==> config.mk <==
export PLATFORM = sky130hd
export DESIGN_NAME = conv1d_pe_flat
export DESIGN_NICKNAME = d
export VERILOG_FILES = /design/src/rtl/pe_pkg.sv /design/src/rtl/conv1d_pe_if.sv /design/src/rtl/pe_spad_bank.sv /design/src/rtl/conv1d_pe.sv /design/src/flat_wrapper.sv
export SDC_FILE = /design/constraint.sdc
export NUM_CORES = 2
export LEC_CHECK = 0
export CAP_MARGIN = 10
export CORE_MARGIN = 3
export CORE_UTILIZATION = 45
export CTS_CLUSTER_DIAMETER = 60
export DETAILED_ROUTE_END_ITERATION = 6
export GPL_TIMING_DRIVEN = 1
export PLACE_DENSITY = 0.65
export SYNTH_ARGS = -nofsm -noshare
export SYNTH_HDL_FRONTEND = slang
export SYNTH_HIERARCHICAL = 1
export SYNTH_SLANG_ARGS = --single-unit
==> constraint.sdc <==
create_clock -name clk -period 7.2 [get_ports clk]
set_input_delay 1.08 -clock clk [delete_from_list [all_inputs] [get_ports clk]]
set_output_delay 1.08 -clock clk [all_outputs]
set_load 0.02 [all_outputs]
==> src/rtl/pe_pkg.sv <==
// Shared types, constants and helpers for the conv1d processing element.
package pe_pkg;

  typedef enum logic [2:0] {
    StIdle,
    StLoad,
    StFetch,
    StAccum,
    StPost,
    StEmit,
    StDone
  } pe_state_e;

  localparam logic LOAD_SEL_WEIGHT = 1'b0;
  localparam logic LOAD_SEL_ACT    = 1'b1;

  // Clamp a signed value into the range of a two's complement number of the given width.
  function automatic logic signed [63:0] saturate(input logic signed [63:0] x,
                                                  input int unsigned       width);
    logic signed [63:0] max_v;
    logic signed [63:0] min_v;
    max_v = (64'sd1 <<< (width - 1)) - 64'sd1;
    min_v = -(64'sd1 <<< (width - 1));
    if (x > max_v) begin
      return max_v;
    end else if (x < min_v) begin
      return min_v;
    end
    return x;
  endfunction

endpackage

==> src/rtl/conv1d_pe_if.sv <==
// Load, control, status and result signals between the sequencer/writeback and the PE.
interface conv1d_pe_if #(
  parameter int unsigned DATA_WIDTH  = 16,
  parameter int unsigned NUM_FILTERS = 2,
  parameter int unsigned ACT_DEPTH   = 64
);
  localparam int unsigned LenW  = $clog2(ACT_DEPTH + 1);
  localparam int unsigned FiltW = (NUM_FILTERS > 1) ? $clog2(NUM_FILTERS) : 1;
  localparam int unsigned IdxW  = (ACT_DEPTH > 1) ? $clog2(ACT_DEPTH) : 1;

  logic                  load_valid;
  logic                  load_ready;
  logic                  load_sel;
  logic                  load_last;
  logic [DATA_WIDTH-1:0] load_data;
  logic                  load_ovf;
  logic                  start;
  logic [LenW-1:0]       cfg_act_len;
  logic [3:0]            cfg_stride;
  logic                  cfg_relu;
  logic                  busy;
  logic                  done;
  logic                  cfg_err;
  logic                  out_valid;
  logic                  out_ready;
  logic [DATA_WIDTH-1:0] out_data;
  logic [FiltW-1:0]      out_filter;
  logic [IdxW-1:0]       out_index;

  modport master (
    output load_valid, load_sel, load_last, load_data, start,
    output cfg_act_len, cfg_stride, cfg_relu, out_ready,
    input  load_ready, load_ovf, busy, done, cfg_err,
    input  out_valid, out_data, out_filter, out_index
  );

  modport slave (
    input  load_valid, load_sel, load_last, load_data, start,
    input  cfg_act_len, cfg_stride, cfg_relu, out_ready,
    output load_ready, load_ovf, busy, done, cfg_err,
    output out_valid, out_data, out_filter, out_index
  );

endinterface

==> src/rtl/pe_spad_bank.sv <==
// Single-port scratchpad: synchronous write, registered 1-cycle read, storage not reset.
module pe_spad_bank #(
  parameter int unsigned Width = 16,
  parameter int unsigned Depth = 8,
  parameter int unsigned AddrW = (Depth > 1) ? $clog2(Depth) : 1
) (
  input  logic             clk_i,
  input  logic             we_i,
  input  logic [AddrW-1:0] addr_i,
  input  logic [Width-1:0] wdata_i,
  output logic [Width-1:0] rdata_o
);

  logic [Width-1:0] mem_q [Depth];

  always_ff @(posedge clk_i) begin
    if (we_i) begin
      mem_q[addr_i] <= wdata_i;
    end else begin
      rdata_o <= mem_q[addr_i];
    end
  end

endmodule

==> src/rtl/conv1d_pe.sv <==
// 1-D convolution PE: loads weights/activations, then streams one saturated MAC result per
// (filter, position) pair over a valid/ready channel.
module conv1d_pe
  import pe_pkg::*;
#(
  parameter int unsigned DATA_WIDTH  = 16,
  parameter int unsigned ACC_WIDTH   = 40,
  parameter int unsigned FRAC_BITS   = 0,
  parameter int unsigned KERNEL_SIZE = 3,
  parameter int unsigned NUM_FILTERS = 2,
  parameter int unsigned ACT_DEPTH   = 64
) (
  input logic        clk,
  input logic        reset,
  conv1d_pe_if.slave bus
);

  localparam int unsigned WDepth = NUM_FILTERS * KERNEL_SIZE;
  localparam int unsigned WAw    = (WDepth > 1) ? $clog2(WDepth) : 1;
  localparam int unsigned AAw    = (ACT_DEPTH > 1) ? $clog2(ACT_DEPTH) : 1;
  localparam int unsigned LenW   = $clog2(ACT_DEPTH + 1);
  localparam int unsigned WCntW  = $clog2(WDepth + 1);
  localparam int unsigned FiltW  = (NUM_FILTERS > 1) ? $clog2(NUM_FILTERS) : 1;
  localparam int unsigned TapW   = (KERNEL_SIZE > 1) ? $clog2(KERNEL_SIZE) : 1;

  pe_state_e                    state_q;
  logic [WCntW-1:0]             w_cnt_q;
  logic [LenW-1:0]              a_cnt_q;
  logic [LenW-1:0]              act_len_q;
  logic [3:0]                   stride_q;
  logic                         relu_q;
  logic [FiltW-1:0]             f_q;
  logic [AAw-1:0]               i_q;
  logic [WAw-1:0]               w_base_q;
  logic [AAw-1:0]               a_base_q;
  logic [TapW-1:0]              tap_q;
  logic signed [ACC_WIDTH-1:0]  acc_q;
  logic                         load_ready_q;
  logic                         load_ovf_q;
  logic                         busy_q;
  logic                         done_q;
  logic                         cfg_err_q;
  logic                         out_valid_q;
  logic [DATA_WIDTH-1:0]        out_data_q;
  logic [FiltW-1:0]             out_filter_q;
  logic [AAw-1:0]               out_index_q;

  logic                         load_accept;
  logic                         w_we;
  logic                         a_we;
  logic [TapW-1:0]              rd_tap;
  logic [WAw-1:0]               w_addr;
  logic [AAw-1:0]               a_addr;
  logic [DATA_WIDTH-1:0]        w_rdata;
  logic [DATA_WIDTH-1:0]        a_rdata;
  logic signed [2*DATA_WIDTH-1:0] prod;
  logic signed [ACC_WIDTH-1:0]  acc_d;
  logic [DATA_WIDTH-1:0]        sat_data;
  logic [DATA_WIDTH-1:0]        post_data;
  logic                         cfg_bad;
  logic                         more_pos;

  assign load_accept = bus.load_valid && load_ready_q && !(state_q == StIdle && bus.start);
  assign w_we = load_accept && (bus.load_sel == LOAD_SEL_WEIGHT) && (32'(w_cnt_q) < WDepth);
  assign a_we = load_accept && (bus.load_sel == LOAD_SEL_ACT) && (32'(a_cnt_q) < ACT_DEPTH);

  // In ACCUM the bank already returns tap_q, so prefetch the following tap.
  always_comb begin
    rd_tap = '0;
    if (state_q == StAccum) begin
      rd_tap = (32'(tap_q) == KERNEL_SIZE - 1) ? tap_q : tap_q + TapW'(1);
    end
  end

  assign w_addr = w_we ? WAw'(w_cnt_q) : w_base_q + WAw'(rd_tap);
  assign a_addr = a_we ? AAw'(a_cnt_q) : a_base_q + AAw'(rd_tap);

  pe_spad_bank #(
    .Width (DATA_WIDTH),
    .Depth (WDepth),
    .AddrW (WAw)
  ) u_wbank (
    .clk_i   (clk),
    .we_i    (w_we),
    .addr_i  (w_addr),
    .wdata_i (bus.load_data),
    .rdata_o (w_rdata)
  );

  pe_spad_bank #(
    .Width (DATA_WIDTH),
    .Depth (ACT_DEPTH),
    .AddrW (AAw)
  ) u_abank (
    .clk_i   (clk),
    .we_i    (a_we),
    .addr_i  (a_addr),
    .wdata_i (bus.load_data),
    .rdata_o (a_rdata)
  );

  assign prod = $signed(w_rdata) * $signed(a_rdata);

  always_comb begin
    acc_d = (tap_q == '0) ? '0 : acc_q;
    acc_d = acc_d + ACC_WIDTH'(prod);
  end

  assign sat_data  = DATA_WIDTH'(saturate(64'(acc_q >>> FRAC_BITS), DATA_WIDTH));
  assign post_data = (relu_q && sat_data[DATA_WIDTH-1]) ? '0 : sat_data;

  assign cfg_bad = (32'(bus.cfg_act_len) < KERNEL_SIZE) || (32'(bus.cfg_act_len) > ACT_DEPTH)
                 || (bus.cfg_stride == '0);
  // Another window fits if the next base plus the kernel stays inside the activation length.
  assign more_pos = (32'(a_base_q) + 32'(stride_q) + KERNEL_SIZE) <= 32'(act_len_q);

  always_ff @(posedge clk) begin
    if (reset) begin
      state_q      <= StIdle;
      w_cnt_q      <= '0;
      a_cnt_q      <= '0;
      act_len_q    <= '0;
      stride_q     <= '0;
      relu_q       <= 1'b0;
      f_q          <= '0;
      i_q          <= '0;
      w_base_q     <= '0;
      a_base_q     <= '0;
      tap_q        <= '0;
      acc_q        <= '0;
      load_ready_q <= 1'b0;
      load_ovf_q   <= 1'b0;
      busy_q       <= 1'b0;
      done_q       <= 1'b0;
      cfg_err_q    <= 1'b0;
      out_valid_q  <= 1'b0;
      out_data_q   <= '0;
      out_filter_q <= '0;
      out_index_q  <= '0;
    end else begin
      done_q <= 1'b0;
      if (load_accept) begin
        if (bus.load_sel == LOAD_SEL_WEIGHT) begin
          if (32'(w_cnt_q) >= WDepth) load_ovf_q <= 1'b1;
          if (bus.load_last) begin
            w_cnt_q <= '0;
          end else if (32'(w_cnt_q) < WDepth) begin
            w_cnt_q <= w_cnt_q + WCntW'(1);
          end
        end else begin
          if (32'(a_cnt_q) >= ACT_DEPTH) load_ovf_q <= 1'b1;
          if (bus.load_last) begin
            a_cnt_q <= '0;
          end else if (32'(a_cnt_q) < ACT_DEPTH) begin
            a_cnt_q <= a_cnt_q + LenW'(1);
          end
        end
      end

      case (state_q)
        StIdle: begin
          load_ready_q <= !bus.start;
          if (bus.start) begin
            act_len_q <= bus.cfg_act_len;
            stride_q  <= bus.cfg_stride;
            relu_q    <= bus.cfg_relu;
            cfg_err_q <= cfg_bad;
            busy_q    <= !cfg_bad;
            f_q       <= '0;
            i_q       <= '0;
            w_base_q  <= '0;
            a_base_q  <= '0;
            state_q   <= StFetch;
          end else if (load_accept && !bus.load_last) begin
            state_q <= StLoad;
          end
        end
        StLoad: begin
          if (load_accept && bus.load_last) state_q <= StIdle;
        end
        StFetch: begin
          tap_q <= '0;
          if (cfg_err_q) begin
            done_q  <= 1'b1;
            state_q <= StDone;
          end else begin
            state_q <= StAccum;
          end
        end
        StAccum: begin
          acc_q <= acc_d;
          if (32'(tap_q) == KERNEL_SIZE - 1) begin
            state_q <= StPost;
          end else begin
            tap_q <= tap_q + TapW'(1);
          end
        end
        StPost: begin
          out_data_q   <= post_data;
          out_filter_q <= f_q;
          out_index_q  <= i_q;
          out_valid_q  <= 1'b1;
          state_q      <= StEmit;
        end
        StEmit: begin
          if (bus.out_ready) begin
            out_valid_q <= 1'b0;
            if (more_pos) begin
              i_q      <= i_q + AAw'(1);
              a_base_q <= a_base_q + AAw'(stride_q);
              state_q  <= StFetch;
            end else if (32'(f_q) != NUM_FILTERS - 1) begin
              f_q      <= f_q + FiltW'(1);
              w_base_q <= w_base_q + WAw'(KERNEL_SIZE);
              i_q      <= '0;
              a_base_q <= '0;
              state_q  <= StFetch;
            end else begin
              done_q  <= 1'b1;
              busy_q  <= 1'b0;
              state_q <= StDone;
            end
          end
        end
        StDone: begin
          busy_q       <= 1'b0;
          load_ready_q <= 1'b1;
          state_q      <= StIdle;
        end
        default: state_q <= StIdle;
      endcase
    end
  end

  assign bus.load_ready = load_ready_q;
  assign bus.load_ovf   = load_ovf_q;
  assign bus.busy       = busy_q;
  assign bus.done       = done_q;
  assign bus.cfg_err    = cfg_err_q;
  assign bus.out_valid  = out_valid_q;
  assign bus.out_data   = out_data_q;
  assign bus.out_filter = out_filter_q;
  assign bus.out_index  = out_index_q;

endmodule

==> src/flat_wrapper.sv <==
// flat-port wrapper written by rule: the top's interface ports become plain ports
module conv1d_pe_flat import pe_pkg::*;
#(
  parameter int unsigned DATA_WIDTH  = 16,
  parameter int unsigned ACC_WIDTH   = 40,
  parameter int unsigned FRAC_BITS   = 0,
  parameter int unsigned KERNEL_SIZE = 3,
  parameter int unsigned NUM_FILTERS = 2,
  parameter int unsigned ACT_DEPTH   = 64
)
  (clk, reset, bus_load_valid, bus_load_sel, bus_load_last, bus_load_data, bus_start, bus_cfg_act_len, bus_cfg_stride, bus_cfg_relu, bus_out_ready, bus_load_ready, bus_load_ovf, bus_busy, bus_done, bus_cfg_err, bus_out_valid, bus_out_data, bus_out_filter, bus_out_index);
  conv1d_pe_if #(.DATA_WIDTH(DATA_WIDTH), .NUM_FILTERS(NUM_FILTERS), .ACT_DEPTH(ACT_DEPTH)) bus_i ();
  input logic clk;
  input logic reset;
  input wire logic [$bits(bus_i.load_valid)-1:0] bus_load_valid;
  input wire logic [$bits(bus_i.load_sel)-1:0] bus_load_sel;
  input wire logic [$bits(bus_i.load_last)-1:0] bus_load_last;
  input wire logic [$bits(bus_i.load_data)-1:0] bus_load_data;
  input wire logic [$bits(bus_i.start)-1:0] bus_start;
  input wire logic [$bits(bus_i.cfg_act_len)-1:0] bus_cfg_act_len;
  input wire logic [$bits(bus_i.cfg_stride)-1:0] bus_cfg_stride;
  input wire logic [$bits(bus_i.cfg_relu)-1:0] bus_cfg_relu;
  input wire logic [$bits(bus_i.out_ready)-1:0] bus_out_ready;
  output wire logic [$bits(bus_i.load_ready)-1:0] bus_load_ready;
  output wire logic [$bits(bus_i.load_ovf)-1:0] bus_load_ovf;
  output wire logic [$bits(bus_i.busy)-1:0] bus_busy;
  output wire logic [$bits(bus_i.done)-1:0] bus_done;
  output wire logic [$bits(bus_i.cfg_err)-1:0] bus_cfg_err;
  output wire logic [$bits(bus_i.out_valid)-1:0] bus_out_valid;
  output wire logic [$bits(bus_i.out_data)-1:0] bus_out_data;
  output wire logic [$bits(bus_i.out_filter)-1:0] bus_out_filter;
  output wire logic [$bits(bus_i.out_index)-1:0] bus_out_index;
  assign bus_i.load_valid = bus_load_valid;
  assign bus_i.load_sel = bus_load_sel;
  assign bus_i.load_last = bus_load_last;
  assign bus_i.load_data = bus_load_data;
  assign bus_i.start = bus_start;
  assign bus_i.cfg_act_len = bus_cfg_act_len;
  assign bus_i.cfg_stride = bus_cfg_stride;
  assign bus_i.cfg_relu = bus_cfg_relu;
  assign bus_i.out_ready = bus_out_ready;
  assign bus_load_ready = bus_i.load_ready;
  assign bus_load_ovf = bus_i.load_ovf;
  assign bus_busy = bus_i.busy;
  assign bus_done = bus_i.done;
  assign bus_cfg_err = bus_i.cfg_err;
  assign bus_out_valid = bus_i.out_valid;
  assign bus_out_data = bus_i.out_data;
  assign bus_out_filter = bus_i.out_filter;
  assign bus_out_index = bus_i.out_index;
  conv1d_pe #(.DATA_WIDTH(DATA_WIDTH), .ACC_WIDTH(ACC_WIDTH), .FRAC_BITS(FRAC_BITS), .KERNEL_SIZE(KERNEL_SIZE), .NUM_FILTERS(NUM_FILTERS), .ACT_DEPTH(ACT_DEPTH)) u_core (.clk(clk), .reset(reset), .bus(bus_i));
endmodule
==> flow_metrics.py <==
metrics = {
    "detailed_routing": {
        "drt-total-wl_mm": 169,
        "met1_length_mm": 65.8,
        "ant_nets": 0,
        "dr.pass1.iters": 5,
        "drt-initial-drc-count": 4303,
        "vias": 38900,
        "wl_met3_mm": 14.1,
        "top_layer": "met5",
        "via_per_inst": 5.91,
        "wl_met2_mm": 80.3,
        "routedWlPerCell_um": 25.8,
        "drc": 0,
    },
    "cts": {
        "tritoncts": "done",
        "cts_root_buffer": "clkbuf_16",
        "cts_sinks": 1264,
        "clock_latency_ns": 0.76,
        "clockBufferDepth": 3,
        "htree_levels": 4,
        "cts_made_buffers": 135,
        "hold_buffers": 0,
        "clkTransAtPathRegs_ns": 0.06,
    },
    "layout": {
        "instances_no_fill": 6574,
        "fillers": 11400,
        "multi_input_area_um2": 22800,
        "syn2layout_area_growth_pct": 12.6,
        "layout.area.seq_um2": 36800,
        "nNetsFinal": 5202,
        "drive_gt1_share_pct": 12.8,
    },
    "floorplanning": {
        "io_pins": 64,
        "coreArea_um2": 136000,
        "start_util_pct": 45.7,
        "num_rows": 135,
        "dieHeight_um": 378,
        "die_width_um": 378,
        "dieArea_um2": 143000,
    },
    "yosys": {
        "synthesis.area_um2": 62300,
        "yosysMostFrequentCell": "edfxtp_1",
        "synth_area_leaders": "edfxtp_1 (55%), fa_1 (11%), dfxtp_1 (3.6%), ha_1 (2.9%), inv_1 (2.6%)",
        "ys_seq_area_share_pct": 59.1,
        "synth_top_cell_area_share_pct": 55.5,
        "synthTopCellsByCount": "edfxtp_1 (1152), inv_1 (439), fa_1 (335)",
        "ys_warn_count": 6,
        "synth_top_cell_by_area": "edfxtp_1",
        "synthesis.nets": 5024,
        "synth_cell_types": 84,
        "syn_avg_cell_area_um2": 13.8,
        "synth-seq-cells": 1264,
        "synth_edf_count": 1152,
        "synthArstFlopShare_pct": 0,
        "synth_cells": 4510,
        "synth_ff_type": "edfxtp_1",
    },
    "grt": {
        "track_usage_pct": 23.8,
        "grt_overflow": 0,
        "first_global_vias": 39200,
        "antenna_found_initial": 7,
        "grt_max_degree": 71,
        "grt_pass1_wl_mm": 253,
    },
    "hold_path": {
        "hold_depth": 2,
        "min_to": "u_core/bus.out_index[5]",
        "hold_class": "register to register",
        "hp-start": "u_core/bus.out_index[5]",
    },
    "timing": {
        "finClkSkew_ns": 0.0408,
        "drv_slew": 0,
        "fmaxAchievable_mhz": 145,
        "worstMarginPinSlew_ns": 1.19,
        "fin_setup_tns_ns": 0,
        "max-slew-margin-rel_pct": 19.8,
        "finalCriticalPeriod_ns": 6.89,
        "final-hold-violation-count": 0,
        "post-route-period-util_pct": 95.7,
        "setup_viol": 0,
    },
    "run": {
        "max-cap-violations": 0,
    },
    "setup_path": {
        "worstPathRequired_ns": 7.87,
        "arrival_ns": 7.56,
        "endpoint_kind": "register",
        "r2r_setup_slack_ns": 0.31,
        "worst_r2r_endpoint": "u_core/acc_q[38]",
        "critPathMaxFanout": 16,
        "worstSetupPathType": "register to register",
        "ff2ff_path_depth": 20,
        "regToRegStartpoint": "u_core/u_wbank/rdata_o[5]",
        "critPathLaunchType": "register",
    },
    "placed_design": {
        "gp_congestion": 0.922,
        "place_inst": 6313,
        "portBuffers": 63,
        "dp_hpwl_mm": 112,
    },
    "run_status": {
        "status": "complete, no violations",
    },
}
## critical path, cell delays in order (launching register included)
cell and delay, ns:
edfxtp_1 0.76, nand2_1 0.17, fa_1 0.57, inv_1 0.05, fa_1 0.46, fa_1 0.53
fa_1 0.52, fa_1 0.54, inv_1 0.05, fa_1 0.52, inv_1 0.04, ha_1 0.37
and4_2 0.34, a221o_1 0.40, a2111oi_4 0.31, o311ai_2 0.22, a31oi_2 0.22, o31a_4 0.17
o21ai_2 0.07, or3_1 0.35, a31oi_1 0.16
## logic make-up after synthesis
family / after synthesis / synth area share (%)
xor+xnor: 54 / 0.759
compound gates: 827 / 9.30
fa+ha+maj: 479 / 13.6
simple gates: 927 / 7.10
flops: 1264 / 59.1
buf+inv: 694 / 4.64
mux: 265 / 5.48
## metal layers
metal / GRT usage (%) / vias up
li1: - / 16900
met5: 0 / -
met2: 38.5 / 1851
met1: 31.0 / 19700
met3: 4.31 / 413
met4: 11.8 / 2
## worst max path at each step
stage                                from          endpoint  slack, ns  cells after the start
6_report        u_core/u_wbank/rdata_o[5]  u_core/acc_q[38]       0.31                     20
3_3_place_gp    u_core/u_abank/rdata_o[6]  u_core/acc_q[39]       0.28                     22
2_1_floorplan  u_core/u_wbank/rdata_o[15]  u_core/acc_q[38]       0.55                     24
4_1_cts        u_core/u_wbank/rdata_o[15]  u_core/acc_q[38]       0.13                     22
3_5_place_dp   u_core/u_wbank/rdata_o[15]  u_core/acc_q[38]       0.18                     22
5_1_grt        u_core/u_wbank/rdata_o[15]  u_core/acc_q[36]      -0.02                     22
## cell usage in the layout, fill, tap and decap left out, drive strengths merged, types with 65 or more instances in the layout
cell,synthesis,routed
o22ai,65,65
fa,335,335
a221oi,135,135
nand2,322,322
mux2,95,95
clkbuf,134,165
o21ai,98,98
and2,124,124
a21oi,188,188
nor2,205,205
edfxtp,1152,1152
buf,118,246
mux2i,122,122
ha,144,144
inv,440,448
dfxtp,112,112
a22oi,99,99
## flip-flops by register name, indices dropped and copies added, names as in the netlist, 2 cells and up
| name | cells |
|---|---|
| u_core/stride_q | 4 |
| u_core/u_abank/rdata_o | 16 |
| u_core/u_abank/mem_q | 1024 |
| u_core/bus.out_data | 16 |
| u_core/tap_q | 2 |
| u_core/u_wbank/mem_q | 96 |
| u_core/u_wbank/rdata_o | 16 |
| u_core/bus.out_index | 6 |
| u_core/w_cnt_q | 3 |
| u_core/a_base_q | 6 |
| u_core/a_cnt_q | 7 |
| u_core/state_q | 3 |
| u_core/acc_q | 40 |
| u_core/act_len_q | 7 |
| u_core/i_q | 6 |
| u_core/w_base_q | 3 |
## final cells by class
class                      count  share of cell area (%)
antenna                        3                  0.0107
inverter                     442                    2.36
multi-input combinational   2552                    32.4
clock buffer                 164                    5.07
timing repair buffer         293                    3.48
clock inverter                75                    1.05
sequential                  1264                    52.4
tap                         1781                    3.17
## metrics by stage
stage          cell area (um^2)  util [%]  worst slack, ns  hold WS (ns)
2_1_floorplan             62300         -            0.548         0.436
3_3_place_gp              65800      48.2            0.282         0.445
3_5_place_dp              65800      48.2            0.178         0.446
4_1_cts                   70100      51.3            0.129         0.454
5_1_grt                   70200      51.5          -0.0245         0.468
6_report                  70200      51.5            0.311         0.456
## timing repair
action                                  CTS  global route
resized for setup                         0             7
buffers inserted                          0            19
endpoints found under the setup margin    0             6
Power is not shown: default switching activity piles up to over one toggle a cycle in this logic, so the estimate is an artifact.
